--- src/rtl/perf_pkg.sv ---
// Shared definitions for the performance counter bank.
//   state_e          : access FSM states (IDLE, RESP)
//   CTRL_IDX         : word index of the control register in the window
//   CTRL_*_BIT       : bit positions inside the control register
//   WINDOW_MSB/LSB   : address bits compared against the window base
package perf_pkg;

  typedef enum logic {
    IDLE = 1'b0,
    RESP = 1'b1
  } state_e;

  localparam logic [5:0] CTRL_IDX        = 6'd63;
  localparam int unsigned CTRL_FREEZE_BIT = 0;
  localparam int unsigned CTRL_CLEAR_BIT  = 1;
  localparam int unsigned WINDOW_MSB      = 31;
  localparam int unsigned WINDOW_LSB      = 8;

endpackage

--- src/rtl/perf_counter_cell.sv ---
// One 32-bit event counter.
//   clk_i   : clock
//   rst_i   : asynchronous active-high reset (count -> 0)
//   clr_i   : synchronous clear, highest priority
//   load_i  : CPU write strobe, byte lanes selected by be_i
//   be_i    : byte lane enables for load_i
//   data_i  : CPU write data
//   inc_i   : increment enable (already gated by freeze)
//   count_o : current counter value
// Priority per edge: clear > load > increment > hold. Wraps at 2^32.
module perf_counter_cell (
  input  logic        clk_i,
  input  logic        rst_i,
  input  logic        clr_i,
  input  logic        load_i,
  input  logic [3:0]  be_i,
  input  logic [31:0] data_i,
  input  logic        inc_i,
  output logic [31:0] count_o
);

  logic [31:0] cnt_q, cnt_d;

  always_comb begin
    cnt_d = cnt_q;
    if (clr_i) begin
      cnt_d = '0;
    end else if (load_i) begin
      // A write owns the edge even when no lane is enabled, so the
      // increment is dropped rather than merged.
      for (int unsigned b = 0; b < 4; b++) begin
        if (be_i[b]) cnt_d[8*b +: 8] = data_i[8*b +: 8];
      end
    end else if (inc_i) begin
      cnt_d = cnt_q + 32'd1;
    end
  end

  always_ff @(posedge clk_i or posedge rst_i) begin
    if (rst_i) cnt_q <= '0;
    else       cnt_q <= cnt_d;
  end

  assign count_o = cnt_q;

endmodule

--- src/rtl/perf_counter_bank.sv ---
// Memory-mapped bank of N_CTRS 32-bit event counters plus a CTRL word.
//   clk, reset          : clock, asynchronous active-high reset
//   event_inc           : per-counter increment strobes
//   mem_address         : byte address; window selected by bits [31:8]
//   mem_read/mem_write  : held requests; both high acts as a write
//   mem_wdata           : write data
//   mem_byte_enable     : byte lane enables for writes
//   mem_rdata           : captured read data, held until the next read
//   mem_resp            : one-cycle completion pulse, cycle after acceptance
// Word i (offset 4*i) is counter i; offset 0xFC is CTRL
// (bit0 freeze R/W, bit1 clear_all write-1 pulse).
module perf_counter_bank
  import perf_pkg::*;
#(
  parameter int unsigned N_CTRS    = 8,
  parameter logic [31:0] BASE_ADDR = 32'hFFFF_FF00
) (
  input  logic              clk,
  input  logic              reset,
  input  logic [N_CTRS-1:0] event_inc,
  input  logic [31:0]       mem_address,
  input  logic              mem_read,
  input  logic              mem_write,
  input  logic [31:0]       mem_wdata,
  input  logic [3:0]        mem_byte_enable,
  output logic [31:0]       mem_rdata,
  output logic              mem_resp
);

  state_e      state_q, state_d;
  logic        freeze_q, freeze_d;
  logic [31:0] rdata_q, rdata_d;
  logic [31:0] rd_val;
  logic [31:0] ctr_val [N_CTRS];

  logic [5:0]  idx;
  logic        hit, accept, wr_acc, rd_acc, ctrl_wr, clear_all;

  assign idx    = mem_address[7:2];
  assign hit    = (mem_read | mem_write) &&
                  (mem_address[WINDOW_MSB:WINDOW_LSB] == BASE_ADDR[WINDOW_MSB:WINDOW_LSB]);
  assign accept = (state_q == IDLE) && hit;
  assign wr_acc = accept && mem_write;
  assign rd_acc = accept && !mem_write;

  assign ctrl_wr   = wr_acc && (idx == CTRL_IDX) && mem_byte_enable[0];
  assign clear_all = ctrl_wr && mem_wdata[CTRL_CLEAR_BIT];

  for (genvar g = 0; g < N_CTRS; g++) begin : g_ctr
    perf_counter_cell u_cell (
      .clk_i   (clk),
      .rst_i   (reset),
      .clr_i   (clear_all),
      .load_i  (wr_acc && (idx == 6'(g))),
      .be_i    (mem_byte_enable),
      .data_i  (mem_wdata),
      .inc_i   (event_inc[g] && !freeze_q),
      .count_o (ctr_val[g])
    );
  end

  // Read mux sees register outputs, i.e. pre-update values for this edge.
  always_comb begin
    rd_val = '0;
    if (idx == CTRL_IDX) rd_val[CTRL_FREEZE_BIT] = freeze_q;
    for (int unsigned i = 0; i < N_CTRS; i++) begin
      if (idx == 6'(i)) rd_val = ctr_val[i];
    end
  end

  always_comb begin
    freeze_d = ctrl_wr ? mem_wdata[CTRL_FREEZE_BIT] : freeze_q;
    rdata_d  = rd_acc ? rd_val : rdata_q;
  end

  always_ff @(posedge clk or posedge reset) begin
    if (reset) begin
      state_q  <= IDLE;
      freeze_q <= 1'b0;
      rdata_q  <= '0;
    end else begin
      state_q  <= state_d;
      freeze_q <= freeze_d;
      rdata_q  <= rdata_d;
    end
  end

  always_comb begin
    state_d = state_q;
    case (state_q)
      IDLE:    if (hit) state_d = RESP;
      RESP:    state_d = IDLE;
      default: state_d = IDLE;
    endcase
  end

  always_comb begin
    mem_resp  = (state_q == RESP);
    mem_rdata = rdata_q;
  end

endmodule

--- config.mk ---
export PLATFORM = sky130hd
export DESIGN_NAME = perf_counter_bank
export DESIGN_NICKNAME = d
export VERILOG_FILES = /design/src/rtl/perf_pkg.sv /design/src/rtl/perf_counter_cell.sv /design/src/rtl/perf_counter_bank.sv
export SDC_FILE = /design/constraint.sdc
export NUM_CORES = 1
export LEC_CHECK = 0
export ABC_AREA = 1
export BUFFER_PORTS_ARGS = -buffer_cell sky130_fd_sc_hd__buf_2
export CAP_MARGIN = 0
export CORE_ASPECT_RATIO = 1.75
export CORE_UTILIZATION = 64
export CTS_BUF_LIST = sky130_fd_sc_hd__clkbuf_16
export DETAILED_ROUTE_END_ITERATION = 6
export GPL_TIMING_DRIVEN = 1
export PLACE_DENSITY = 0.93
export SETUP_SLACK_MARGIN = 0.15
export SYNTH_ARGS = -nofsm -noshare
export SYNTH_HDL_FRONTEND = slang
export SYNTH_SLANG_ARGS = --single-unit
--- constraint.sdc ---
create_clock -name clk -period 28.7 [get_ports clk]
set_clock_uncertainty 0.15 [all_clocks]
set_input_delay 8.61 -clock clk [delete_from_list [all_inputs] [get_ports clk]]
set_output_delay 8.61 -clock clk [all_outputs]
set_load 0.05 [all_outputs]
==> flow_metrics.env, run 1 <==
export IMPL_synth_top_flop_cell="dfrtp_1"
export IMPL_syn_num_nets=4091
export IMPL_stop_stage="global routing (5_1_grt)"
export IMPL_netlist_instances=4003
export IMPL_cts_resized=0
export IMPL_cts_htree_levels=1
export IMPL_cts_max_path_buffers=3
export IMPL_num_rows=93
export IMPL_grt_max_degree=153
export IMPL_gr_total_overflow=3
export IMPL_yosysTopAreaCell="dfrtp_1"
export IMPL_synthDistinctLibCells=37
export IMPL_async_flop_share_pct=100
export IMPL_die_height_um=257
export IMPL_clock_sinks=290
export IMPL_synth_area_per_cell_um2=5.94
export IMPL_grt_usage_pct=62.9
export IMPL_cts_hold_buf=0
export IMPL_synth_area_um2=23800
export IMPL_grt_pass1_wl_um=176000
export IMPL_cts_setup_buffers=0
export IMPL_status="did not finish"
export IMPL_cts_made_buffers=30
export IMPL_synth_area_leaders="dfrtp_1, nand2_1, nand3_1"
export IMPL_grt_pass1_vias=28395
export IMPL_dp_hpwl_um=80300
export IMPL_yosysWarningCount=0
export IMPL_synth_edf_count=0
export IMPL_ios=113
export IMPL_ys_seq_area_share_pct=30.5
export IMPL_start_util_pct=64.9
export IMPL_ys_seq_elements=290
export IMPL_die_x_um=148
export IMPL_place_port_buffers=110
export IMPL_cts_root_buf="clkbuf_16"
export IMPL_firstError="[ERROR GRT-0116] Global routing finished with congestion. Check the congestion regions in the DRC Viewer."
export IMPL_yosys_area_top_type_share_pct=30.5
export IMPL_gp_congestion=1.21
==> routing by layer <==
layer | track usage [%] | GRT overflow
met3 | 31.3 | 0
met5 | 0.132 | 0
met2 | 89.8 | 1
met4 | 67.9 | 2
met1 | 63.3 | 0
==> cells by family after synthesis <==
family	share of synthesized area [%]
compound gates	9.09
xor+xnor	5.67
fa+ha+maj	0.421
buf+inv	9.08
flops	30.5
simple gates	45.2
==> cells in the mapped netlist, types with 7 or more instances <==
library cell and count:
nand2_1 1501, nand3b_1 7, o21ai_0 263, nor2_1 457, nor2_2 8, nand2_4 13
buf_1 7, o22ai_1 7, xnor2_1 44, inv_1 403, buf_2 25, nor3_1 131
ha_1 8, xor2_1 110, buf_4 9, nand3_1 356, or2_2 15, inv_2 16
nand2_2 18, clkbuf_1 86, o211ai_1 15, nand4_1 61, dfrtp_1 290, a21oi_1 119
==> stage by stage <==
stage	util [%]	cells	setup slack [ns]	hold slack, ns	cell area [um2]
floorplan	-	4003	11.93	0.292	23800
CTS	69.8	4535	16.79	0.332	25600
detailed placement	66.9	4479	16.18	0.309	24500
global placement	66.9	4479	16.24	0.304	24500
==> run 2, diff against run 1 <==
CORE_ASPECT_RATIO = unset   (was 1.75)
CORE_UTILIZATION = 40   (was 64)
CTS_BUF_LIST = unset   (was sky130_fd_sc_hd__clkbuf_16)
PLACE_DENSITY = unset   (was 0.93)
PLACE_DENSITY_LB_ADDON = 0.15   (was unset)
SETUP_SLACK_MARGIN = unset   (was 0.15)
==> run 2 against run 1 <==
The flow now finishes, with violations (design-rule violations). Synthesized cell count did not move. Area after synthesis stayed put.
==> flow_metrics.env, run 2 <==
export IMPL_hold_class="register to register"
export IMPL_layout_setup_ws_ns=16.72
export IMPL_netlist_instances=4003
export IMPL_place_port_buffers=110
export IMPL_num_rows=88
export IMPL_final_common_cell="nand2_1"
export IMPL_num_vias=27149
export IMPL_dp_hpwl_um=83700
export IMPL_final_cell_mix="nand2_1, nor2_1, inv_1"
export IMPL_p_switching_mw=0.398
export IMPL_cts_made_buffers=40
export IMPL_max_freq_mhz=83.4
export IMPL_path_clk_slew_ns=0.06
export IMPL_dieArea_um2=60400
export IMPL_power_total_mw=1.19
export IMPL_synth_top_flop_cell="dfrtp_1"
export IMPL_cts_setup_buffers=0
export IMPL_grt_pass1_wl_um=168000
export IMPL_ff2ff_path_depth=11
export IMPL_setup_viol=0
export IMPL_async_flop_share_pct=100
export IMPL_cts_max_path_buffers=3
export IMPL_drv_slew=0
export IMPL_synth_area_um2=23800
export IMPL_cts_htree_levels=2
export IMPL_clkPwrFrac_pct=42.4
export IMPL_ys_seq_area_share_pct=30.5
export IMPL_power_density_nw_per_um2=45.4
export IMPL_yosysTopAreaCell="dfrtp_1"
export IMPL_p_leak_nw=12.7
export IMPL_sequentialPowerShare_pct=41.3
export IMPL_max_stage_delay_ns=1.11
export IMPL_yosysMostFrequentCell="nand2_1"
export IMPL_hold_path_startpoint="mem_rdata[17]"
export IMPL_die_x_um=246
export IMPL_status="finished with violations"
export IMPL_antenna_found_initial=4
export IMPL_syn_num_nets=4091
export IMPL_synthDistinctLibCells=37
export IMPL_hold_violations=0
export IMPL_fin_crit_ns=11.98
export IMPL_rr_startpoint="mem_resp"
export IMPL_cts_root_buf="clkbuf_16"
export IMPL_drt_pass1_iter_count=7
export IMPL_p_sw_share_pct=33.5
export IMPL_min_period_over_period_pct=41.8
export IMPL_start_util_pct=40.8
export IMPL_yosysWarningCount=0
export IMPL_clock_sinks=290
export IMPL_wire_per_inst_um=23.9
export IMPL_synth_top_cells_by_count="nand2_1, nor2_1, inv_1"
export IMPL_cts_hold_buf=0
export IMPL_die_height_um=246
export IMPL_ys_seq_elements=290
export IMPL_start_kind="input pin"
export IMPL_viasPerCell=5.61
export IMPL_tightest_slew_ns=1.14
export IMPL_max_cap_violations=0
export IMPL_worst_setup_path_type="input pin to register"
export IMPL_r2r_end="g_ctr[5].u_cell.count_o[13]"
export IMPL_crit_chain="buf_2 -> nor2_1 -> nor2_2 -> nand2_1 -> nor2_2 -> nand2_1 -> nor2_4 -> nand4_1 -> buf_4 -> clkinv_1 -> buf_4 -> nor2_1 -> nand2_1 -> nand2_1"
export IMPL_power_frac_comb_pct=16.4
export IMPL_area_delta_synth_final_pct=10.1
export IMPL_critical_path_required_ns=29.08
export IMPL_min_delay_path_depth=2
export IMPL_critPathCaptureType="register"
export IMPL_cts_tree="yes"
export IMPL_crit_fanout=92
export IMPL_ios=113
export IMPL_cts_resized=0
export IMPL_num_nets_final=4138
export IMPL_largest_reg_flops=256
export IMPL_grt_pass1_vias=24472
export IMPL_ant_nets=0
export IMPL_clock_latency_ns=0.59
export IMPL_rsz0062_at_grt="false"
export IMPL_tns_ns=0
export IMPL_route_detailed_drc=1
export IMPL_grt_max_degree=120
export IMPL_internal_power_mw=0.790
export IMPL_grt_usage_pct=38.1
export IMPL_arrival_ns=12.36
export IMPL_hold_path_end="mem_rdata[17]"
export IMPL_ir_drop_mv=0.0458
export IMPL_coreArea_um2=58200
export IMPL_drt_initial_drc_count=3468
export IMPL_gr_total_overflow=0
export IMPL_relSlewSlack_pct=24.1
export IMPL_r2r_slack_ns=24.67
export IMPL_yosys_area_top_type_share_pct=30.5
export IMPL_dp_slack_ns=16.26
export IMPL_crit_path_top_delay_cell="clkinv_1"
export IMPL_synth_area_leaders="dfrtp_1, nand2_1, nand3_1"
export IMPL_synth_area_per_cell_um2=5.94
export IMPL_layout_drive_gt1_share_pct=6.75
export IMPL_violations="design-rule violations"
export IMPL_crit_top_cell="nand2_1"
export IMPL_gp_congestion=1.01
export IMPL_routed_wl_um=115000
export IMPL_synth_edf_count=0
-- run 2: per-layer routing --
layer	global-route usage, %	wire [um]	share of wire (%)	up-vias
met5	0	0	0	-
met3	7.19	12100	11	220
met2	53.5	46600	40	1338
met1	55.3	50500	44	12816
met4	18.4	6320	5.5	0
li1	-	-	-	12775
-- run 2: worst max path at each step --
stage | startpoint | endpoint | depth (start not counted)
CTS | mem_address[13] | g_ctr[5].u_cell.count_o[13] | 13
floorplan | reset | freeze_q | 1
global placement | mem_address[13] | g_ctr[5].u_cell.count_o[13] | 13
detailed placement | mem_address[13] | g_ctr[5].u_cell.count_o[13] | 13
finish | mem_write | g_ctr[5].u_cell.count_o[14] | 14
global route | mem_address[13] | g_ctr[5].u_cell.count_o[13] | 13
-- run 2: cell families (layout without fill, tap and decap cells) --
family	Yosys count	in the layout	synth area share, %
AOI/OAI and AO/OA	417	417	9.09
DFF	290	290	30.5
xor gates and xnor gates	154	154	5.67
other	0	2	0
and+or+nand+nor	2580	2580	45.2
adders and majority gates	8	8	0.421
buffers and inverters	554	626	9.08
-- run 2: area by class of cell --
cell class	instances	area (um2)
Inverter	425	1600
Clock inverter	14	135
Sequential cell	290	7260
Antenna cell	2	5.00
Timing Repair Buffer	134	731
Fill cell	6558	32100
Multi-Input combinational cell	3159	14400
Clock buffer	53	1120
Tap cell	765	957
-- run 2: power groups by stage --
stage / clock (mW) / combinational (mW) / sequential [mW]
floorplan: 0 / 0.126 / 0.475
global placement: 0 / 0.188 / 0.495
detailed placement: 0 / 0.188 / 0.494
CTS: 0.507 / 0.189 / 0.487
global route: 0.522 / 0.215 / 0.494
finish: 0.503 / 0.194 / 0.491
-- run 2: worst max-delay path, delay by kind of cell --
family | cells | cell delay (ns)
buf+inv | 4 | 2.70
simple gates | 10 | 1.02
-- run 2: stage by stage --
step | instances | cell area, um2 | utilization (%) | hold WS [ns]
floorplan | 4003 | 23800 | - | 0.292
global placement | 4773 | 24900 | 42.8 | 0.309
detailed placement | 4773 | 24900 | 42.8 | 0.311
CTS | 4840 | 26200 | 44.9 | 0.326
global route | 4840 | 26200 | 44.9 | 0.341
finish | 4842 | 26200 | 44.9 | 0.323
Note: power is estimated with default switching activity, not from simulation.
==> run 3, diff against run 2 <==
clock period = 10.8 ns   (was 28.7 ns; I/O delays follow)
==> run 3 against run 2 <==
The flow now finishes without violations. Critical path depth up 1. Clock-buffer cell count up 4. Cell area about the same. Non-clock buffer count up 1. Register-to-register slack worse by 18 ns. Worst setup slack worse by 13 ns. Critical path type unchanged.
==> flow_metrics.env, run 3 (synthesis results as in run 2) <==
export IMPL_grt_pass1_vias=24657
export IMPL_cts_hold_buf=0
export IMPL_ios=113
export IMPL_cts_htree_levels=2
export IMPL_grt_max_degree=110
export IMPL_viasPerCell=5.59
export IMPL_dp_hpwl_um=84000
export IMPL_rr_startpoint="mem_resp"
export IMPL_drt_pass1_iter_count=6
export IMPL_clock_latency_ns=0.58
export IMPL_status="complete, no violations"
export IMPL_cts_made_buffers=39
export IMPL_wire_per_inst_um=23.8
export IMPL_rsz0062_at_grt="false"
export IMPL_ir_drop_mv=0.119
export IMPL_num_vias=27102
export IMPL_start_kind="input pin"
export IMPL_coreArea_um2=58200
export IMPL_drt_initial_drc_count=3389
export IMPL_critPathLaunch="mem_write"
export IMPL_critPathCaptureType="register"
export IMPL_crit_fanout=32
export IMPL_grt_usage_pct=38.1
export IMPL_tightest_slew_ns=1.32
export IMPL_cts_max_path_buffers=3
export IMPL_min_period_over_period_pct=61.5
export IMPL_antenna_found_initial=9
export IMPL_clock_sinks=290
export IMPL_route_detailed_drc=0
export IMPL_crit_path_top_delay_cell="nand3_2"
export IMPL_arrival_ns=6.94
export IMPL_fill_cells=6441
export IMPL_power_density_nw_per_um2=121
export IMPL_max_stage_delay_ns=0.68
export IMPL_hold_path_startpoint="mem_rdata[3]"
export IMPL_routed_wl_um=115000
export IMPL_max_freq_mhz=150
export IMPL_critical_path_required_ns=11.10
export IMPL_hold_violations=0
export IMPL_setup_viol=0
export IMPL_multi_input_area_um2=14400
export IMPL_r2r_slack_ns=6.60
export IMPL_cts_root_buf="clkbuf_16"
export IMPL_hold_class="register to register"
export IMPL_relSlewSlack_pct=11.7
export IMPL_area_delta_synth_final_pct=10.2
export IMPL_grt_pass1_wl_um=168000
export IMPL_cts_setup_buffers=0
export IMPL_num_nets_final=4138
export IMPL_start_util_pct=40.8
export IMPL_gp_congestion=1.04
export IMPL_worst_setup_path_type="input pin to register"
export IMPL_fin_crit_ns=6.65
export IMPL_ant_nets=0
export IMPL_drv_slew=0
export IMPL_die_x_um=246
export IMPL_seq_area_um2=7260
export IMPL_final_common_cell="nand2_1"
export IMPL_fin_util_pct=45.0
export IMPL_cts_resized=0
export IMPL_crit_chain="buf_2 -> nor2_1 -> nor2_2 -> nand2_1 -> nor2_2 -> nand2_2 -> nor2_8 -> nand3_2 -> buf_4 -> nand2_1 -> nand2_1 -> nand2_1 -> inv_1 -> nand2_1 -> nand2_1"
export IMPL_path_clk_slew_ns=0.06
export IMPL_dieArea_um2=60400
export IMPL_largest_reg_flops=256
export IMPL_final_cell_mix="nand2_1, nor2_1, inv_1"
export IMPL_p_leak_nw=12.7
export IMPL_num_rows=88
export IMPL_crit_top_cell="nand2_1"
export IMPL_place_port_buffers=110
export IMPL_die_height_um=246
export IMPL_tns_ns=0
export IMPL_gr_total_overflow=0
export IMPL_max_cap_violations=0
export IMPL_cts_tree="yes"
export IMPL_layout_drive_gt1_share_pct=6.65
-- run 3: cell types whose count changed in the layout (fill, tap and decap cells not counted) --
| cell | change |
|---|---|
| diode_2 | +2 |
| inv_8 | -1 |
| bufinv_16 | +1 |
| clkinvlp_4 | +1 |
| inv_6 | -3 |
| buf_12 | +1 |
| clkinv_2 | -2 |
| clkinv_4 | -1 |
| clkbuf_1 | +4 |
-- run 3: path summary, 6_finish.rpt --
kind / end / cells past startpoint
max: g_ctr[2].u_cell.count_o[9] / 15
min: mem_rdata[3] / 2
max reg2reg: g_ctr[2].u_cell.count_o[9] / 13
min reg2reg: mem_rdata[3] / 2
max in group asynchronous: g_ctr[1].u_cell.count_o[17] / 3
min in group asynchronous: mem_rdata[22] / 2
-- run 3: cell type report --
type                            count  area share, %
Inverter                          425           6.10
Clock buffer                       57           4.34
Tap cell                          765           3.65
Sequential cell                   290           27.7
Multi-Input combinational cell   3159           54.9
Antenna cell                        4         0.0382
Clock inverter                      9          0.458
Timing Repair Buffer              135           2.87
-- run 3: worst max-delay path, delay by kind of cell --
kind | cells | cell delay [ns]
buffers and inverters | 3 | 0.89
AND/OR/NAND/NOR | 12 | 2.73
-- run 3: layer usage --
metal | vias to the layer above | wire length, um | track usage [%]
met2 | 1386 | 46300 | 53.3
li1 | 12764 | - | -
met4 | 8 | 7200 | 21.2
met1 | 12688 | 49600 | 53.8
met5 | - | 54 | 0
met3 | 256 | 11900 | 8.09
-- run 3: where the power goes --
group          leakage [nW]  internal (mW)  total [mW]  switching, mW
registers              3.95           1.17        1.31          0.141
clock network         0.620          0.796        1.34          0.549
logic                  8.09          0.158       0.516          0.358
total                  12.7           2.12        3.17           1.05
-- run 3: per-stage QoR --
stage          hold slack [ns]  total power, mW  area, um2  setup slack, ns  std cells
3_5_place_dp             0.311             1.82      24900             3.64       4774
4_1_cts                  0.327             3.15      26200             4.21       4840
3_3_place_gp             0.310             1.82      24900             3.68       4774
2_1_floorplan            0.292             1.60      23800             3.56       4003
5_1_grt                  0.347             3.28      26200             3.96       4841
6_report                 0.321             3.17      26200             4.15       4844
